<file path="config.mk">
export PLATFORM = sky130hd
export DESIGN_NAME = multi_divisor_ticker_flat
export DESIGN_NICKNAME = d
export VERILOG_FILES = /design/src/rtl/ticker_pkg.sv /design/src/rtl/multi_divisor_ticker_if.sv /design/src/rtl/ticker_channel.sv /design/src/rtl/multi_divisor_ticker.sv /design/src/flat_wrapper.sv
export SDC_FILE = /design/constraint.sdc
export NUM_CORES = 1
export LEC_CHECK = 0
export ABC_CLOCK_PERIOD_IN_PS = 10850
export CAP_MARGIN = 15
export CELL_PAD_IN_SITES_DETAIL_PLACEMENT = 1
export CELL_PAD_IN_SITES_GLOBAL_PLACEMENT = 1
export CORE_UTILIZATION = 35
export CTS_CLUSTER_DIAMETER = 150
export DETAILED_ROUTE_END_ITERATION = 12
export DONT_BUFFER_PORTS = 1
export GPL_TIMING_DRIVEN = 0
export HOLD_SLACK_MARGIN = 0.05
export PLACE_DENSITY_LB_ADDON = 0.1
export SETUP_SLACK_MARGIN = 0.15
export SLEW_MARGIN = 0
export SYNTH_ARGS = -nofsm -noshare
export SYNTH_HDL_FRONTEND = slang
export SYNTH_HIERARCHICAL = 1
export SYNTH_SLANG_ARGS = --single-unit
</file>
<file path="constraint.sdc">
create_clock -name clk -period 10.85 [get_ports clk]
set_input_delay 1.6275 -clock clk [delete_from_list [all_inputs] [get_ports clk]]
set_output_delay 1.6275 -clock clk [all_outputs]
set_load 0.1 [all_outputs]
</file>
<file path="src/rtl/ticker_pkg.sv">
// Shared constants, config request type and period helper for multi_divisor_ticker.
package ticker_pkg;

    localparam int TICKER_NUM_CH    = 4;
    localparam int TICKER_DIV_W     = 8;
    localparam int TICKER_CNT_W     = 8;
    localparam int TICKER_RESET_DIV = 3;
    localparam int TICKER_CH_W      = 4;

    typedef struct packed {
        logic [TICKER_CH_W-1:0]  ch;
        logic [TICKER_DIV_W-1:0] div;
    } cfg_req_t;

    // A programmed period of 0 stands for the full counter range.
    function automatic logic [32:0] eff_period(input logic [31:0] period, input int unsigned cnt_w);
        if (period == 32'd0) begin
            return 33'd1 << cnt_w;
        end
        return {1'b0, period};
    endfunction

endpackage

</file>
<file path="src/rtl/multi_divisor_ticker_if.sv">
// Divisor update valid/ready port of multi_divisor_ticker.
interface multi_divisor_ticker_if import ticker_pkg::*; #(
    parameter int NUM_CH = TICKER_NUM_CH,
    parameter int DIV_W  = TICKER_DIV_W
);
    localparam int CH_W = (NUM_CH > 1) ? $clog2(NUM_CH) : 1;

    logic             cfg_valid;
    logic             cfg_ready;
    logic [CH_W-1:0]  cfg_ch;
    logic [DIV_W-1:0] cfg_div;

    modport master (output cfg_valid, output cfg_ch, output cfg_div, input cfg_ready);
    modport slave  (input cfg_valid, input cfg_ch, input cfg_div, output cfg_ready);
endinterface

</file>
<file path="src/rtl/ticker_channel.sv">
// One ticker channel: divisor register plus phase counter. Optional sticky hit
// flag when TICKER_STICKY_EN is defined.
module ticker_channel import ticker_pkg::*; #(
    parameter int DIV_W     = TICKER_DIV_W,
    parameter int RESET_DIV = TICKER_RESET_DIV
) (
    input  logic             clk,
    input  logic             resetn,
    input  logic             en,
    input  logic             wrap,
    input  logic             commit,
    input  logic [DIV_W-1:0] commit_div,
    output logic             hit,
    output logic             div_nz
`ifdef TICKER_STICKY_EN
    ,
    input  logic             sticky_clr,
    output logic             hit_sticky
`endif
);
    logic [DIV_W-1:0] div_q;
    logic [DIV_W-1:0] phase_q;

    always_ff @(posedge clk) begin
        if (!resetn) begin
            div_q   <= DIV_W'(RESET_DIV);
            phase_q <= '0;
        end else if (en) begin
            if (wrap || (phase_q == div_q - DIV_W'(1))) begin
                phase_q <= '0;
            end else begin
                phase_q <= phase_q + DIV_W'(1);
            end
            // commit is already qualified with wrap by the top level
            if (commit) begin
                div_q <= commit_div;
            end
        end
    end

    assign div_nz = |div_q;
    assign hit    = div_nz && (phase_q == '0);

`ifdef TICKER_STICKY_EN
    always_ff @(posedge clk) begin
        if (!resetn || sticky_clr) begin
            hit_sticky <= 1'b0;
        end else if (en && hit) begin
            hit_sticky <= 1'b1;
        end
    end
`endif

endmodule

</file>
<file path="src/rtl/multi_divisor_ticker.sv">
// N-channel periodic tick generator with wrap-coherent divisor updates.
// Define TICKER_STICKY_EN to add sticky_clr / hit_sticky.
module multi_divisor_ticker import ticker_pkg::*; #(
    parameter int NUM_CH    = TICKER_NUM_CH,
    parameter int DIV_W     = TICKER_DIV_W,
    parameter int CNT_W     = TICKER_CNT_W,
    parameter int RESET_DIV = TICKER_RESET_DIV
) (
    input  logic                 clk,
    input  logic                 resetn,
    input  logic                 en,
    input  logic [CNT_W-1:0]     period,
    multi_divisor_ticker_if.slave cfg,
    output logic [CNT_W-1:0]     count,
    output logic                 wrap,
    output logic [NUM_CH-1:0]    hit,
    output logic                 all_hit
`ifdef TICKER_STICKY_EN
    ,
    input  logic                 sticky_clr,
    output logic [NUM_CH-1:0]    hit_sticky
`endif
);
    localparam int CH_W = (NUM_CH > 1) ? $clog2(NUM_CH) : 1;

    logic              pending;
    logic [CH_W-1:0]   shadow_ch;
    logic [DIV_W-1:0]  shadow_div;
    logic [NUM_CH-1:0] div_nz;
    logic              take;

    // >= rather than == so a period shrunk below count wraps immediately
    assign wrap = en && (33'(count) >= eff_period(32'(period), CNT_W) - 33'd1);

    assign cfg.cfg_ready = !pending;
    assign take          = cfg.cfg_valid && !pending;

    always_ff @(posedge clk) begin
        if (!resetn) begin
            count <= '0;
        end else if (en) begin
            count <= wrap ? '0 : count + CNT_W'(1);
        end
    end

    always_ff @(posedge clk) begin
        if (!resetn) begin
            pending    <= 1'b0;
            shadow_ch  <= '0;
            shadow_div <= '0;
        end else if (wrap && pending) begin
            pending <= 1'b0;
        end else if (take) begin
            pending    <= 1'b1;
            shadow_ch  <= cfg.cfg_ch;
            shadow_div <= cfg.cfg_div;
        end
    end

    for (genvar g = 0; g < NUM_CH; g++) begin : g_ch
        ticker_channel #(
            .DIV_W     (DIV_W),
            .RESET_DIV (RESET_DIV)
        ) u_ch (
            .clk        (clk),
            .resetn     (resetn),
            .en         (en),
            .wrap       (wrap),
            .commit     (wrap && pending && (shadow_ch == CH_W'(g))),
            .commit_div (shadow_div),
            .hit        (hit[g]),
            .div_nz     (div_nz[g])
`ifdef TICKER_STICKY_EN
            ,
            .sticky_clr (sticky_clr),
            .hit_sticky (hit_sticky[g])
`endif
        );
    end

    assign all_hit = (|div_nz) && (&(hit | ~div_nz));

endmodule

</file>
<file path="src/flat_wrapper.sv">
// flat-port wrapper written by rule: the top's interface ports become plain ports
module multi_divisor_ticker_flat import ticker_pkg::*;
#(
    parameter int NUM_CH    = TICKER_NUM_CH,
    parameter int DIV_W     = TICKER_DIV_W,
    parameter int CNT_W     = TICKER_CNT_W,
    parameter int RESET_DIV = TICKER_RESET_DIV
)
  (clk, resetn, en, period, count, wrap, hit, all_hit, cfg_cfg_valid, cfg_cfg_ch, cfg_cfg_div, cfg_cfg_ready);
  multi_divisor_ticker_if #(.NUM_CH(NUM_CH), .DIV_W(DIV_W)) cfg_i ();
  input  logic clk;
  input  logic resetn;
  input  logic en;
  input  logic [CNT_W-1:0] period;
  output logic [CNT_W-1:0] count;
  output logic wrap;
  output logic [NUM_CH-1:0] hit;
  output logic all_hit;
  input wire logic [$bits(cfg_i.cfg_valid)-1:0] cfg_cfg_valid;
  input wire logic [$bits(cfg_i.cfg_ch)-1:0] cfg_cfg_ch;
  input wire logic [$bits(cfg_i.cfg_div)-1:0] cfg_cfg_div;
  output wire logic [$bits(cfg_i.cfg_ready)-1:0] cfg_cfg_ready;
  assign cfg_i.cfg_valid = cfg_cfg_valid;
  assign cfg_i.cfg_ch = cfg_cfg_ch;
  assign cfg_i.cfg_div = cfg_cfg_div;
  assign cfg_cfg_ready = cfg_i.cfg_ready;
  multi_divisor_ticker #(.NUM_CH(NUM_CH), .DIV_W(DIV_W), .CNT_W(CNT_W), .RESET_DIV(RESET_DIV)) u_core (.clk(clk), .resetn(resetn), .en(en), .period(period), .cfg(cfg_i), .count(count), .wrap(wrap), .hit(hit), .all_hit(all_hit));
endmodule
</file>
# Word level (Yosys, flattened, before mapping)
# Cells that the tools add are included.
# Widths: inputs -> output; s select.
# word_totals
regBits	83
latchBits	0
ram_bits	0
mem_bits_ro	0
output_inout_bits	15
wordCells	77
mem_count	0
# op_classes
addsub	10
n_mul	0
div_mod_pow	0
n_lt_le_gt_ge	1
eq_ne	7
shifts	0
mux	8
bitwise	4
n_reduce_logical	35
# ops
cell	n
$mux 33	2
$add 8x1->8 const B	5
$logic_not 8->1	5
$mux 8	5
$ge 8x33->1	1
$sub 33x1->33 const B	1
$eq 8x8->1	4
$reduce_or 32->1	1
$reduce_or 8->1	4
$sub 8x1->8 const B	4
$logic_and 1x1->1	12
$reduce_and 2->1	5
$eq 2x2->1 const B	2
$logic_or 1x1->1	4
$not 4->4	1
$or 4x4->4	1
$reduce_and 4->1	1
$eq 2x1->1 const B	1
$logic_not 2->1	1
$not 1->1	2
$reduce_or 2->1	1
$logic_not 1->1	1
$mux 1	1

# Depth between registers and ports, before layout
# Gate-level depths: netlist of the first run.
# logic_depth
word_depth	9
depth_mapped	16
depth_no_buf	15

# Cells and area by module
# The synthesis of the first run kept the hierarchy.
# modules_own_cells
mod	instances	cells_each	area_per_inst_um2	seq_area_each_um2
ticker_channel at u_core.g_ch[0].u_ch ...	3	116	972.2	320.3
multi_divisor_ticker	1	149	1216.2	380.4
ticker_channel at u_core.g_ch[1].u_ch	1	113	948.4	320.3

# Worst setup path after synthesis of the first run
# OpenSTA, ideal clock, no wires.
# synth_path
path_kind	reg2out
startpoint	register u_core.g_ch[2].u_ch.div_q[0]
endpoint	output all_hit
arrival_time_ns	4.197
t_required_ns	9.223
slack_ns	5.025
stages_incl_launch_ff	9
path_buffers	0
path_cell_list	dfxtp_1 -> inv_1 -> ha_1 -> or3b_1 -> or2_2 -> or3_1 -> and3_1 -> o22ai_1 -> nor3_1
# synth_via
elab_chain_len	5
elab_cells_between_ends	7
cone_classes	2 x bitwise; 5 x reduce/logical
# synth_rtl
element	line	rtl
from (decl)	ticker_channel.sv:21	logic [DIV_W-1:0] div_q;
from (signal assigned)	ticker_channel.sv:26	div_q <= DIV_W'(RESET_DIV);
from (signal assigned)	ticker_channel.sv:36	div_q <= commit_div;
$reduce_or 8->1	ticker_channel.sv:41	assign div_nz = |div_q;
via u_core.div_nz[2]	multi_divisor_ticker.sv:29	logic [NUM_CH-1:0] div_nz;
$logic_and 1x1->1	ticker_channel.sv:42	assign hit = div_nz && (phase_q == '0);
via hit[2]	flat_wrapper.sv:17	output logic [NUM_CH-1:0] hit;
$or 4x4->4	multi_divisor_ticker.sv:81	assign all_hit = (|div_nz) && (&(hit | ~div_nz));
$reduce_and 4->1	multi_divisor_ticker.sv:81	
$logic_and 1x1->1	multi_divisor_ticker.sv:81	
to (decl)	flat_wrapper.sv:18	output logic all_hit;
# The timed path passes the listed nets, and every way through them passes these cells.

# Worst setup path in the final report of the first run
# layout_path
startpoint	input period[2]
endpoint	output wrap
# layout_via
elab_chain_len	6
# layout_rtl
element	line	rtl
from (decl)	flat_wrapper.sv:14	input logic [CNT_W-1:0] period;
$logic_not 8->1	ticker_pkg.sv:17	if (period == 32'd0) begin
$mux 1	ticker_pkg.sv:17	
$mux 33 (*)	ticker_pkg.sv:20	return {1'b0, period};
$sub 33x1->33 (*)	multi_divisor_ticker.sv:33	assign wrap = en && (33'(count) >= eff_period(32'(period), CNT_W) - 33'd1);
$ge 8x33->1 (*)	multi_divisor_ticker.sv:33	
$logic_and 1x1->1 (*)	multi_divisor_ticker.sv:33	
to (decl)	flat_wrapper.sv:16	output logic wrap;
# Mark *: on every way between the ends. The rest lies on a longest branch, timed or not.

==> metrics.md, run 1 <==
| Metric | Value |
|---|---|
| Mapped Cells | 610 |
| Vias in the first global route | about 4400 |
| Layout area overhead | 10.6% |
| Hpwl dp | about 10000 um |
| H-tree levels | 3 |
| Xor/xnor cell area share of the yosys netlist | 12.4% |
| EDFF count, synth | 0 |
| Clock Path Buffers | 2 |
| Leak pwr | approximately 2.1 nW |
| Fmax | ~0.17 GHz |
| Nets | 667 |
| Unique masters post-synth | 53 |
| Pwr dens | 129 nW/um^2 |
| Met2 Use GR | approximately a third |
| CP Max Fanout | 14 |
| Max VDD drop | just under 0.00008 V |
| Die Height | ~120 um |
| Placeable Area | ~14000 um^2 |
| Period utilization | between 50% and 60% |
| CP Launch Type | input pin |
| Asr flop ratio synth | 0% |
| Post-synthesis register bit count | 83 |
| Tightest Pin Transition | 1.15 ns |
| Synth area leader | dfxtp_1 |
| Setup TNS | 0 ns |
| Clock root buffer | clkbuf_16 |
| Post-synthesis mux area share | between 2 and 2.5% |
| Initial antenna violation count | 0 |
| Yosys top cell area share | approximately a third |
| Ranking of synthesized cells by area | dfxtp_1 (33%), nand2_1 (8.5%), xor2_1 (6.7%) |
| Initial Util | around 36% |
| CTS sink cnt | 83 |
| Synth Area in Adders | under 10% |
| Worst-path clk slew | around 0.07 ns |
| Most used DFF post-synth | dfxtp_1 |
| DR iter-0 viols | slightly above 200 |
| WL/cell | between 15 and 20 um |
| Post-route ant nets | 0 |
| Met3 Track Usage GR | 3.58% |
| Total power | approximately 0.73 mW |
| Number of fill cells in the layout | 1665 |
| # diodes | 0 |
| Post-Synth Simple-Gate Area | 28.8% |
| CP Class | input pin to output pin |
| Slew headroom | 23.1% |
| Pin count of the biggest net entering global routing | 16 |
| Row count | 43 |
| Register area share after synthesis | 32.7% |
| Syn Nets | approximately 660 |
| Critical Path AT | 4.42 ns |
| Hold Fails Final Rpt | 0 |
| Syn_area_per_cell | about 8.3 um^2 |
| Worst-skew pair later-pin latency | around 0.35 ns |
| # hold bufs at CTS | 0 |
| Hold crit path type | register to register |
| Via Count | approximately 4200 |
| Clock Skew | between 0.008 and 0.009 ns |
| Die footprint | about 15000 um^2 |
| RSZ-0062 raised after global routing | false |
| Largest family of logic cells by synthesized area | simple AND/OR/NAND/NOR gates |
| GRT met1 Usage | 24.7% |
| # setup viols final | 0 |
| Status | finished clean |
| GP Congestion | between 0.7 and 0.8 |
| Detailed Route WL | 13300 um |
| Minimum clock period | 6.05 ns |
| GR peak layer | met2 |
| # resized after CTS | 0 |
| GRT Util Overall | slightly below 20% |
| Total global routing overflow | 0 |
| Syn Std Cell Area | a little over 5000 um^2 |
| CP endpoint kind | output pin |
| Total CTS buffers | 9 |
| CTS tree | yes |
| Drt first pass iters | 4 |
| FF+latch area | about 1700 um^2 |
| Ratio of cells with drive above 1 in the final layout | 8.13% |
| Vias per cell | 5.24 |
| Die width | about 120 um |
| Multi-input gate area | about 3200 um^2 |
| Post-CTS Setup Bufs | 0 |
| I/O pins | 37 |
| IO Port Bufs | 0 |
| Max-cap check violation count | 0 |
| DR DRC count | 0 |
| First-pass GRT wire length | approximately 22000 um |
| Synth Area in Compound Gates | 13.6% |
| Critical Path RT | around 9.2 ns |
| Max-slew violations | 0 |
| Ys Warns | 6 |
synth_stat cells (all sizes together) (3+ instances only):
cell type	n
a21boi	35
nand4	10
and2	5
o211ai	12
nand3b	6
nor4b	5
o21ai	6
a2111oi	5
dfxtp	83
mux2	3
clkbuf	14
or3b	3
xor2	39
or3	3
nor3	38
inv	32
nand3	22
a2bb2oi	3
nand2	115
xnor2	33
and4	5
nor2	28
ha	23
or4b	3
a21oi	17
nor4	6
nor3b	12
buf	6
and3	9
mux2i	7
or2	7
path summary, 6_finish.rpt:
check,startpoint,to,slack (ns),depth (start not counted)
setup / recovery,period[2],wrap,4.80,11
hold / removal,u_core/g_ch[0].u_ch/div_q[7],u_core/g_ch[0].u_ch/div_q[7],0.50,2
setup reg to reg,u_core/count[0],u_core/g_ch[0].u_ch/div_q[5],6.65,11
hold reg to reg,u_core/g_ch[0].u_ch/div_q[7],u_core/g_ch[0].u_ch/div_q[7],0.50,2
worst max-delay path: stages:
cell and delay, ns:
or4_4 0.54, nor3_4 0.16, and2_4 0.19, o21ai_0 0.10, xor2_1 0.17, ha_1 0.29
nand3_1 0.08, o211ai_1 0.19, a21oi_1 0.08, a2111oi_2 0.58, buf_6 0.40
where the power goes:
part | total (mW) | leakage, nW | internal (mW) | switching, mW
combinational | 0.0890 | 1.28 | 0.0276 | 0.0614
sequential | 0.328 | 0.672 | 0.311 | 0.0166
clock | 0.310 | 0.146 | 0.179 | 0.131
kinds of logic after synthesis:
family | Yosys count
AO/OA/AOI/OAI | 86
adder cells (fa/ha/maj) | 23
multiplexers | 10
flip-flops | 83
AND/OR/NAND/NOR | 284
buffers and inverters | 52
XOR/XNOR | 72
per-stage QoR:
stage	cells	setup WS [ns]	hold WS (ns)	area (um^2)	util, %
CTS	807	4.76	0.500	5620	40.0
finish	807	4.80	0.497	5620	40.0
global route	807	4.57	0.534	5620	40.0
global placement	790	4.46	0.492	5310	37.8
floorplan	610	5.03	0.464	5080	-
detailed placement	791	4.77	0.491	5330	37.9
flip-flops by register name (all words and copies together) (netlist names):
name                      flops
u_core/shadow_ch              2
u_core/g_ch.u_ch/phase_q     32
u_core/count                  8
u_core/shadow_div             8
u_core/pending                1
u_core/g_ch.u_ch/div_q       32
routing by layer:
layer | up-vias | share of wire [%]
li1 | 2135 | -
met1 | 2025 | 48
met2 | 50 | 47
met3 | 17 | 2.6
met4 | 0 | 2.0
met5 | - | 0
cell type report:
class / instances / area share [%]
buffer: 20 / 2.16
clock buffer: 10 / 4.07
clock inverter: 6 / 1.18
inverter: 32 / 2.14
multi-input combinational: 475 / 56.6
sequential: 83 / 29.6
tap: 180 / 4.01
timing repair buffer: 1 / 0.267
cell usage in the layout (no fill, tap or decap), types with 9 or more instances in the layout:
| master | instances |
|---|---|
| a21boi_0 | 34 |
| a21oi_1 | 16 |
| and3_1 | 9 |
| clkbuf_1 | 12 |
| clkbuf_16 | 9 |
| dfxtp_1 | 83 |
| ha_1 | 23 |
| inv_1 | 31 |
| nand2_1 | 115 |
| nand3_1 | 22 |
| nand4_1 | 10 |
| nor2_1 | 28 |
| nor3_1 | 33 |
| nor3b_1 | 12 |
| o211ai_1 | 12 |
| xnor2_1 | 33 |
| xor2_1 | 39 |
(Power assumes the default switching activity.)
==> run 2: changes to the inputs <==
- ABC_CLOCK_PERIOD_IN_PS: 10850 -> 6100
- clock period: 10.85 -> 6.1 ns (I/O delays scaled with it)
==> results of run 2 <==
The final DEF is identical to that of run 1. Status: finished clean.
Main changes from that run: setup slack after placement 4.77 ns -> 1.24 ns; setup slack after layout 4.80 ns -> 1.47 ns; register-to-register setup slack 6.65 ns -> 1.90 ns; total power 0.727 mW -> 1.29 mW; worst IR drop on VDD 0.0000779 V -> 0.000138 V
